==> src/rtl/data_memory_arbiter.sv <==
// data_memory_arbiter
// Shares one single-port data RAM between the CPU port and the MAU (loader/debug)
// port. Each access is arbitrated separately. A read takes an extra response cycle
// to cover the RAM's one-cycle read latency. 'alive' decides who may use the RAM:
// when it is 0 only the MAU is served, and when it is 1 the two ports take turns
// (round-robin).
// Optional feature: define DATA_MEM_ARB_ADDR_CHECK_EN to flag accesses whose byte
// address lies above the RAM window. Such an access is granted, but it never reaches
// the RAM and it gets an error response.

module data_memory_arbiter #(
  parameter int DATA_W   = 32,
  parameter int RAM_AW   = 14,
  parameter int ADDR_LSB = 2
) (
  input  logic              clk,
  input  logic              reset,
  input  logic              alive,

  input  logic              cpu_req,
  input  logic [31:0]       cpu_address,
  input  logic [DATA_W-1:0] cpu_wdata,
  input  logic              cpu_wren,
  output logic              cpu_gnt,
  output logic              cpu_rvalid,
  output logic [DATA_W-1:0] cpu_rdata,
  output logic              cpu_err,

  input  logic              mau_req,
  input  logic [31:0]       mau_address,
  input  logic [DATA_W-1:0] mau_wdata,
  input  logic              mau_wren,
  output logic              mau_gnt,
  output logic              mau_rvalid,
  output logic [DATA_W-1:0] mau_rdata,
  output logic              mau_err,

  output logic              ram_clk_en,
  output logic [RAM_AW-1:0] ram_address,
  output logic [DATA_W-1:0] ram_data,
  output logic              ram_wren,
  input  logic [DATA_W-1:0] ram_q
);

  localparam int WORD_HI = RAM_AW + ADDR_LSB;

  localparam logic [1:0] IDLE     = 2'd0;
  localparam logic [1:0] RESP_CPU = 2'd1;
  localparam logic [1:0] RESP_MAU = 2'd2;

  logic [1:0]        r_state;
  logic [1:0]        w_nextState;
  logic              r_rrLast;
  logic              r_err;
  logic [RAM_AW-1:0] r_ramAddress;
  logic [DATA_W-1:0] r_ramData;

  logic              w_idle;
  logic              w_cpuCand;
  logic              w_cpuWin;
  logic              w_mauWin;
  logic              w_anyWin;
  logic              w_cpuOob;
  logic              w_mauOob;
  logic              w_winOob;
  logic              w_winWren;
  logic              w_issue;
  logic [RAM_AW-1:0] w_winAddr;
  logic [DATA_W-1:0] w_winData;
  logic              w_cpuResp;
  logic              w_mauResp;
  logic              w_unusedAddrBits;

`ifdef DATA_MEM_ARB_ADDR_CHECK_EN
  assign w_cpuOob = |cpu_address[31:WORD_HI];
  assign w_mauOob = |mau_address[31:WORD_HI];
`else
  assign w_cpuOob = 1'b0;
  assign w_mauOob = 1'b0;
`endif

  // The byte-offset bits are never used. The upper bits are used only by the range
  // check, so when that check is off the address aliases into the RAM window.
  assign w_unusedAddrBits = ^{cpu_address[ADDR_LSB-1:0], mau_address[ADDR_LSB-1:0],
                              cpu_address[31:WORD_HI], mau_address[31:WORD_HI]};

  // Pick the winner from the registered state and the live requests. Reset blocks every grant.
  // When both ports request, the port that did not win last time gets the RAM.
  assign w_idle    = !reset && (r_state == IDLE);
  assign w_cpuCand = alive && cpu_req;
  assign w_cpuWin  = w_idle && w_cpuCand && (!mau_req || r_rrLast);
  assign w_mauWin  = w_idle && mau_req && (!w_cpuCand || !r_rrLast);
  assign w_anyWin  = w_cpuWin || w_mauWin;

  assign w_winOob  = w_cpuWin ? w_cpuOob : w_mauOob;
  assign w_winWren = w_cpuWin ? cpu_wren : mau_wren;
  assign w_winAddr = w_cpuWin ? cpu_address[WORD_HI-1:ADDR_LSB] : mau_address[WORD_HI-1:ADDR_LSB];
  assign w_winData = w_cpuWin ? cpu_wdata : mau_wdata;
  assign w_issue   = w_anyWin && !w_winOob;

  // A read, or any out-of-range access, moves to the winner's response cycle. Every other path returns to IDLE.
  always_comb begin
    w_nextState = IDLE;
    if (w_anyWin && (!w_winWren || w_winOob)) begin
      w_nextState = w_cpuWin ? RESP_CPU : RESP_MAU;
    end
  end

  // State, round-robin history, error flag, and the held RAM command fields.
  always_ff @(posedge clk) begin
    if (reset) begin
      r_state      <= IDLE;
      r_rrLast     <= 1'b1;
      r_err        <= 1'b0;
      r_ramAddress <= '0;
      r_ramData    <= '0;
    end else begin
      r_state <= w_nextState;
      if (w_anyWin) begin
        r_rrLast <= w_mauWin;
        r_err    <= w_winOob;
      end
      if (w_issue) begin
        r_ramAddress <= w_winAddr;
        r_ramData    <= w_winData;
      end
    end
  end

  assign w_cpuResp = !reset && (r_state == RESP_CPU);
  assign w_mauResp = !reset && (r_state == RESP_MAU);

  assign cpu_gnt    = w_cpuWin;
  assign mau_gnt    = w_mauWin;
  assign cpu_rvalid = w_cpuResp;
  assign mau_rvalid = w_mauResp;
  assign cpu_err    = w_cpuResp && r_err;
  assign mau_err    = w_mauResp && r_err;
  assign cpu_rdata  = (w_cpuResp && !r_err) ? ram_q : '0;
  assign mau_rdata  = (w_mauResp && !r_err) ? ram_q : '0;

  assign ram_clk_en  = w_issue;
  assign ram_wren    = w_issue && w_winWren;
  assign ram_address = reset ? '0 : (w_issue ? w_winAddr : r_ramAddress);
  assign ram_data    = reset ? '0 : (w_issue ? w_winData : r_ramData);

endmodule

==> config.mk <==
export PLATFORM = sky130hd
export DESIGN_NAME = data_memory_arbiter
export DESIGN_NICKNAME = d
export VERILOG_FILES = /design/src/rtl/data_memory_arbiter.sv
export SDC_FILE = /design/constraint.sdc
export NUM_CORES = 1
export LEC_CHECK = 0
export CAP_MARGIN = 30
export CORE_AREA = 2 2 110 112
export DETAILED_ROUTE_END_ITERATION = 8
export DIE_AREA = 0 0 112 114
export PLACE_DENSITY_LB_ADDON = 0.15
export RECOVER_POWER = 100
export SETUP_SLACK_MARGIN = 0.02
export SLEW_MARGIN = 10
export SYNTH_ARGS = -nofsm -noshare
export SYNTH_HDL_FRONTEND = slang
export SYNTH_SLANG_ARGS = --single-unit
==> constraint.sdc <==
create_clock -name clk -period 2.5 [get_ports clk]
set_clock_uncertainty 0.2 [all_clocks]
set_input_delay 0.5 -clock clk [delete_from_list [all_inputs] [get_ports clk]]
set_output_delay 0.5 -clock clk [all_outputs]
set_load 0.05 [all_outputs]
# Word-level counts from Yosys, hierarchy flattened
# Cells that the tools add are included.
[op_classes]
n_addsub = 0
multipliers = 0
div = 0
n_lt_le_gt_ge = 0
n_eq_ne = 2
n_shift = 0
n_mux = 10
bitwise_logic = 1
reduce_logical = 20
[ops]
columns = ["operator", "count"]
rows = [
  ["$mux 32", 5],
  ["$mux 14", 3],
  ["$logic_and 1x1->1", 10],
  ["$logic_not 1->1", 5],
  ["$logic_or 1x1->1", 3],
  ["$eq 2x1->1 const B", 1],
  ["$eq 2x2->1 const B", 1],
  ["$logic_not 2->1", 1],
  ["$mux 2", 1],
  ["$reduce_or 2->1", 1],
  ["$mux 1", 1],
  ["$not 1->1", 1],
]
[totals]
register_bits = 49
latch_bits = 0
ramBits = 0
rom_bits = 0
input_bits = 167
out_inout_bits = 118
word_cells = 37
n_memories = 0

# Logic depth before layout (Yosys ltp)
[depth]
word_depth = 9
ltp_mapped = 5
mapped_depth_nobuf = 3

# Worst setup path before layout
# No wires, ideal clock.
[synth_path]
kind = "input port to output port"
startpoint = "input port reset"
endpoint = "output port ram_wren"
t_arrival_ns = 2.394
t_required_ns = 1.800
setup_slack_ns = -0.594
stages = 4
n_path_buf = 1
path_cell_list = "nor3_4 -> o21a_1 -> buf_2 -> a21boi_0"
[synth_via]
elab_chain_len = 6
word_cells_on_any_way = 9
cone_classes = "mux (1); reduce/logical (8)"
[synth_lines]
columns = ["element", "line", "text"]
rows = [
  ["start, declared", "17", "input logic reset,"],
  ["$logic_not 1->1 *", "89", "assign w_idle = !reset && (r_state == IDLE);"],
  ["$logic_and 1x1->1 *", "89", ""],
  ["$logic_and 1x1->1, on equally long branches (2 in series)", "91, 92", ""],
  ["$logic_or 1x1->1 *", "93", "assign w_anyWin = w_cpuWin || w_mauWin;"],
  ["via ram_clk_en", "38", "output logic ram_clk_en,"],
  ["$logic_and 1x1->1 *", "143", "assign ram_wren = w_issue && w_winWren;"],
  ["end, declared", "41", "output logic ram_wren,"],
]
# Mark *: on every way through the listed nets, which the timed path passes. The rest lies on a longest branch.

# Worst setup path in the final report
[layout_path]
startpoint = "input port reset"
endpoint = "output port ram_data[30]"
[layout_via]
elab_chain_len = 7
word_cells_on_any_way = 10
cone_classes = "mux (3); reduce/logical (7)"
[layout_lines]
columns = ["element", "line", "text"]
rows = [
  ["$logic_not 1->1", "89", ""],
  ["$logic_and 1x1->1", "89", ""],
  ["$logic_and 1x1->1, on equally long branches (2 in series)", "91, 92", ""],
  ["$mux 32 or $logic_or 1x1->1 (tied branches)", "98, 93", ""],
  ["$mux 32", "n/a", ""],
  ["$mux 32 *", "145", "assign ram_data = reset ? '0 : (w_issue ? w_winData : r_ramData);"],
  ["end, declared", "40", "output logic [DATA_W-1:0] ram_data,"],
]
# Mark *: on every way between the ends. The rest lies on a longest branch, timed or not.

==> impl_metrics.ini <==
[flow_run]
cap_viol_max_count = 0

[global_route]
grt_pass1_wl_mm = 20.5
grt_use_total_pct = 20.1
grt_pass1_vias = 3774
grt_overflow = 0
grt_max_degree = 37
antenna_found_initial = 0

[synth]
synth.most_common_cell = and2_1
synth_area_per_cell_um2 = 8.79
synthTopCellsByCount = and2_1 (65), dfxtp_1 (49), nor3_1 (47)
synthTopCellsByArea = dfxtp_1 (35%), o221a_2 (18%), and2_1 (15%)
syn_inst = 315
seq_area_frac_synth_pct = 35.4
synth_edf_count = 0
syn_area_um2 = 2770
synth_cell_types = 27
ys_ff_latch = 49
synth_top_area_cell = dfxtp_1
yosysTopAreaCellShare_pct = 35.4
async_flop_share_pct = 0
yosys_warnings = 0
synth_ff_type = dfxtp_1

[worst_hold_path]
holdCritPathClass = flop to flop
hold_depth = 1
min_from = r_ramAddress[3]$_DFF_P_
worstHoldEndpoint = r_ramAddress[3]$_DFF_P_

[worst_setup_path]
worstSetupPathType = primary input to output pin
r2r_cells = 5
cp-end-kind = output pin
r2r_slack_ps = 820
cp_slowest_stage_delay_ps = 310
critPathMostFrequentCell = buf_12
r2r_end = r_ramData[4]$_DFF_P_
crit_slowest_cell = o221a_2
worst_ep_required_time_ps = 1800
crit_path_max_fanout = 17
r2r-start = r_state[0]$_SDFF_PP0_
start_kind = primary input
critPathLaunch = reset
cp.arrival_ps = 1810
path_cells = buf_4 -> nor3_4 -> nand3_4 -> buf_12 -> buf_16 -> o221a_2 -> buf_12

[status]
violations = negative setup slack
status = finished, violations left

[power]
p_switching_mw = 0.960
powerDensity_nw_per_um2 = 397
combPwrFrac_pct = 45.3
total_power_mw = 2.86
sw_frac_of_total_pct = 33.6
leakage_nw = 2.80
internal_power_mw = 1.90
clkPwrFrac_pct = 24.3
seqPwrFrac_pct = 30.4
ir_drop_v = 0.000407

[floorplanning]
rows = 40
dieArea_um2 = 12800
io_pins = 285
initial_utilization_pct = 23.6
die_h_um = 114
fp.coreArea_um2 = 11700
die_w_um = 112

[sta]
fin_ws_ps = -14.0
fin_crit_sh_pct = 101
rsz0062_at_grt = true
hold_viol_final = 0
fmax_ghz = 0.398
finalSetupViolCount = 14
fin_hold_ws_ps = 346
drv_slew = 0
layout_min_cycle_time_ps = 2510

[cts]
h-tree-depth = 2
cts_made_buffers = 5
cts_tree = yes
cts_sinks = 49
cts_hold_buf = 0
clk_pin_slew_ps = 70
clk_latency_ps = 290
clock_tree.buffer_depth = 2
cts-root-buf = clkbuf_16

[placed_design]
port_buffers = 246
placedInstanceArea_um2 = 6660
gp_congestion = 0.746
post-dp-hpwl_mm = 9.50
dp.cells = 690

[drt]
wl_per_cell_um = 19.5
vias = 3600
drc = 0
first_pass_iters = 4
antenna_left = 0
via_per_inst = 5.09
drt_iter0_drc = 256
finalWirelength_mm = 13.8

[cells_and_area]
layout.nets = 726
design_area_um2 = 7200
drive_above_1_share_pct = 39.3
syn2layout_area_growth_pct = 160
multi_input_area_um2 = 1820
fin_cells = 707
fill_cells = 975
seq_area_um2 = 983
antenna_cells = 0
[state kept, by name, indices dropped and copies added (netlist names)]
register,flops
r_ramAddress,14
r_ramData,32
r_state,2
r_rrLast,1
[cell usage in the layout, fill, tap and decap left out, types with 2 or more instances in the layout]
cell / instances
a31oi_1: 44
a31oi_2: 2
and2_1: 64
buf_12: 124
buf_16: 3
buf_4: 15
buf_6: 7
clkbuf_16: 6
clkdlybuf4s15_1: 2
clkdlybuf4s50_1: 126
conb_1: 2
dfxtp_1: 47
dfxtp_2: 2
nand3_4: 2
nor3_1: 46
nor3b_4: 2
o221a_2: 28
o221a_4: 18
[critical path, delay by kind of cell]
kind / cells / cell delay (ps)
and+or+nand+nor: 2 / 390
buffers and inverters: 4 / 600
AOI/OAI and AO/OA: 1 / 310
[power groups by stage]
| stage | clock (mW) | combinational [mW] | sequential [mW] |
|---|---|---|---|
| floorplan | 0 | 0.542 | 0.876 |
| global placement | 0 | 1.19 | 0.880 |
| detailed placement | 0 | 1.20 | 0.882 |
| CTS | 0.721 | 1.25 | 0.864 |
| global route | 0.754 | 1.35 | 0.875 |
| finish | 0.694 | 1.30 | 0.870 |
[metal layers]
metal | vias up | wire length [um] | track usage (%)
met5 | - | 0 | 0
met4 | 0 | 254 | 4.88
met3 | 15 | 1480 | 8.02
met2 | 187 | 6930 | 35.6
met1 | 1695 | 5120 | 22.9
li1 | 1703 | - | -
[through the flow]
| step | setup slack, ps | utilization, % | setup TNS, ps |
|---|---|---|---|
| global route | -71.8 | 61.5 | -2470 |
| global placement | -277 | 56.8 | -11880 |
| floorplan | -235 | - | -235 |
| detailed placement | -295 | 56.8 | -12690 |
| CTS | -28.8 | 59.7 | -562 |
| finish | -14.0 | 61.5 | -90.6 |
[final cells by class]
cell class	instances	area share (%)
repair buffers	279	56.5
clock buffers	5	1.74
multi-input cells	223	25.3
inverters	1	0.0521
clock inverters	3	0.295
well taps	147	2.55
flip-flops and latches	49	13.7
[worst max-delay path by stage]
stage	cells after the start	endpoint
6_report	7	ram_data[30]
5_1_grt	6	ram_data[4]
4_1_cts	7	ram_data[29]
3_5_place_dp	6	ram_address[2]
3_3_place_gp	6	ram_data[12]
2_1_floorplan	4	ram_wren
[cell families after synthesis]
group	share of synthesized area, %
other	0.135
AND/OR/NAND/NOR	26.3
flip-flops	35.4
buffers and inverters	7.78
AO/OA/AOI/OAI	30.4
[what timing repair did]
item                                    4_1_cts  5_1_grt
resized for setup                            18       30
pin swaps                                     3        3
setup buffers                                 3        1
endpoints found under the setup margin       50       86
cloned                                        3        2
Power figures use the tool's default switching activity.
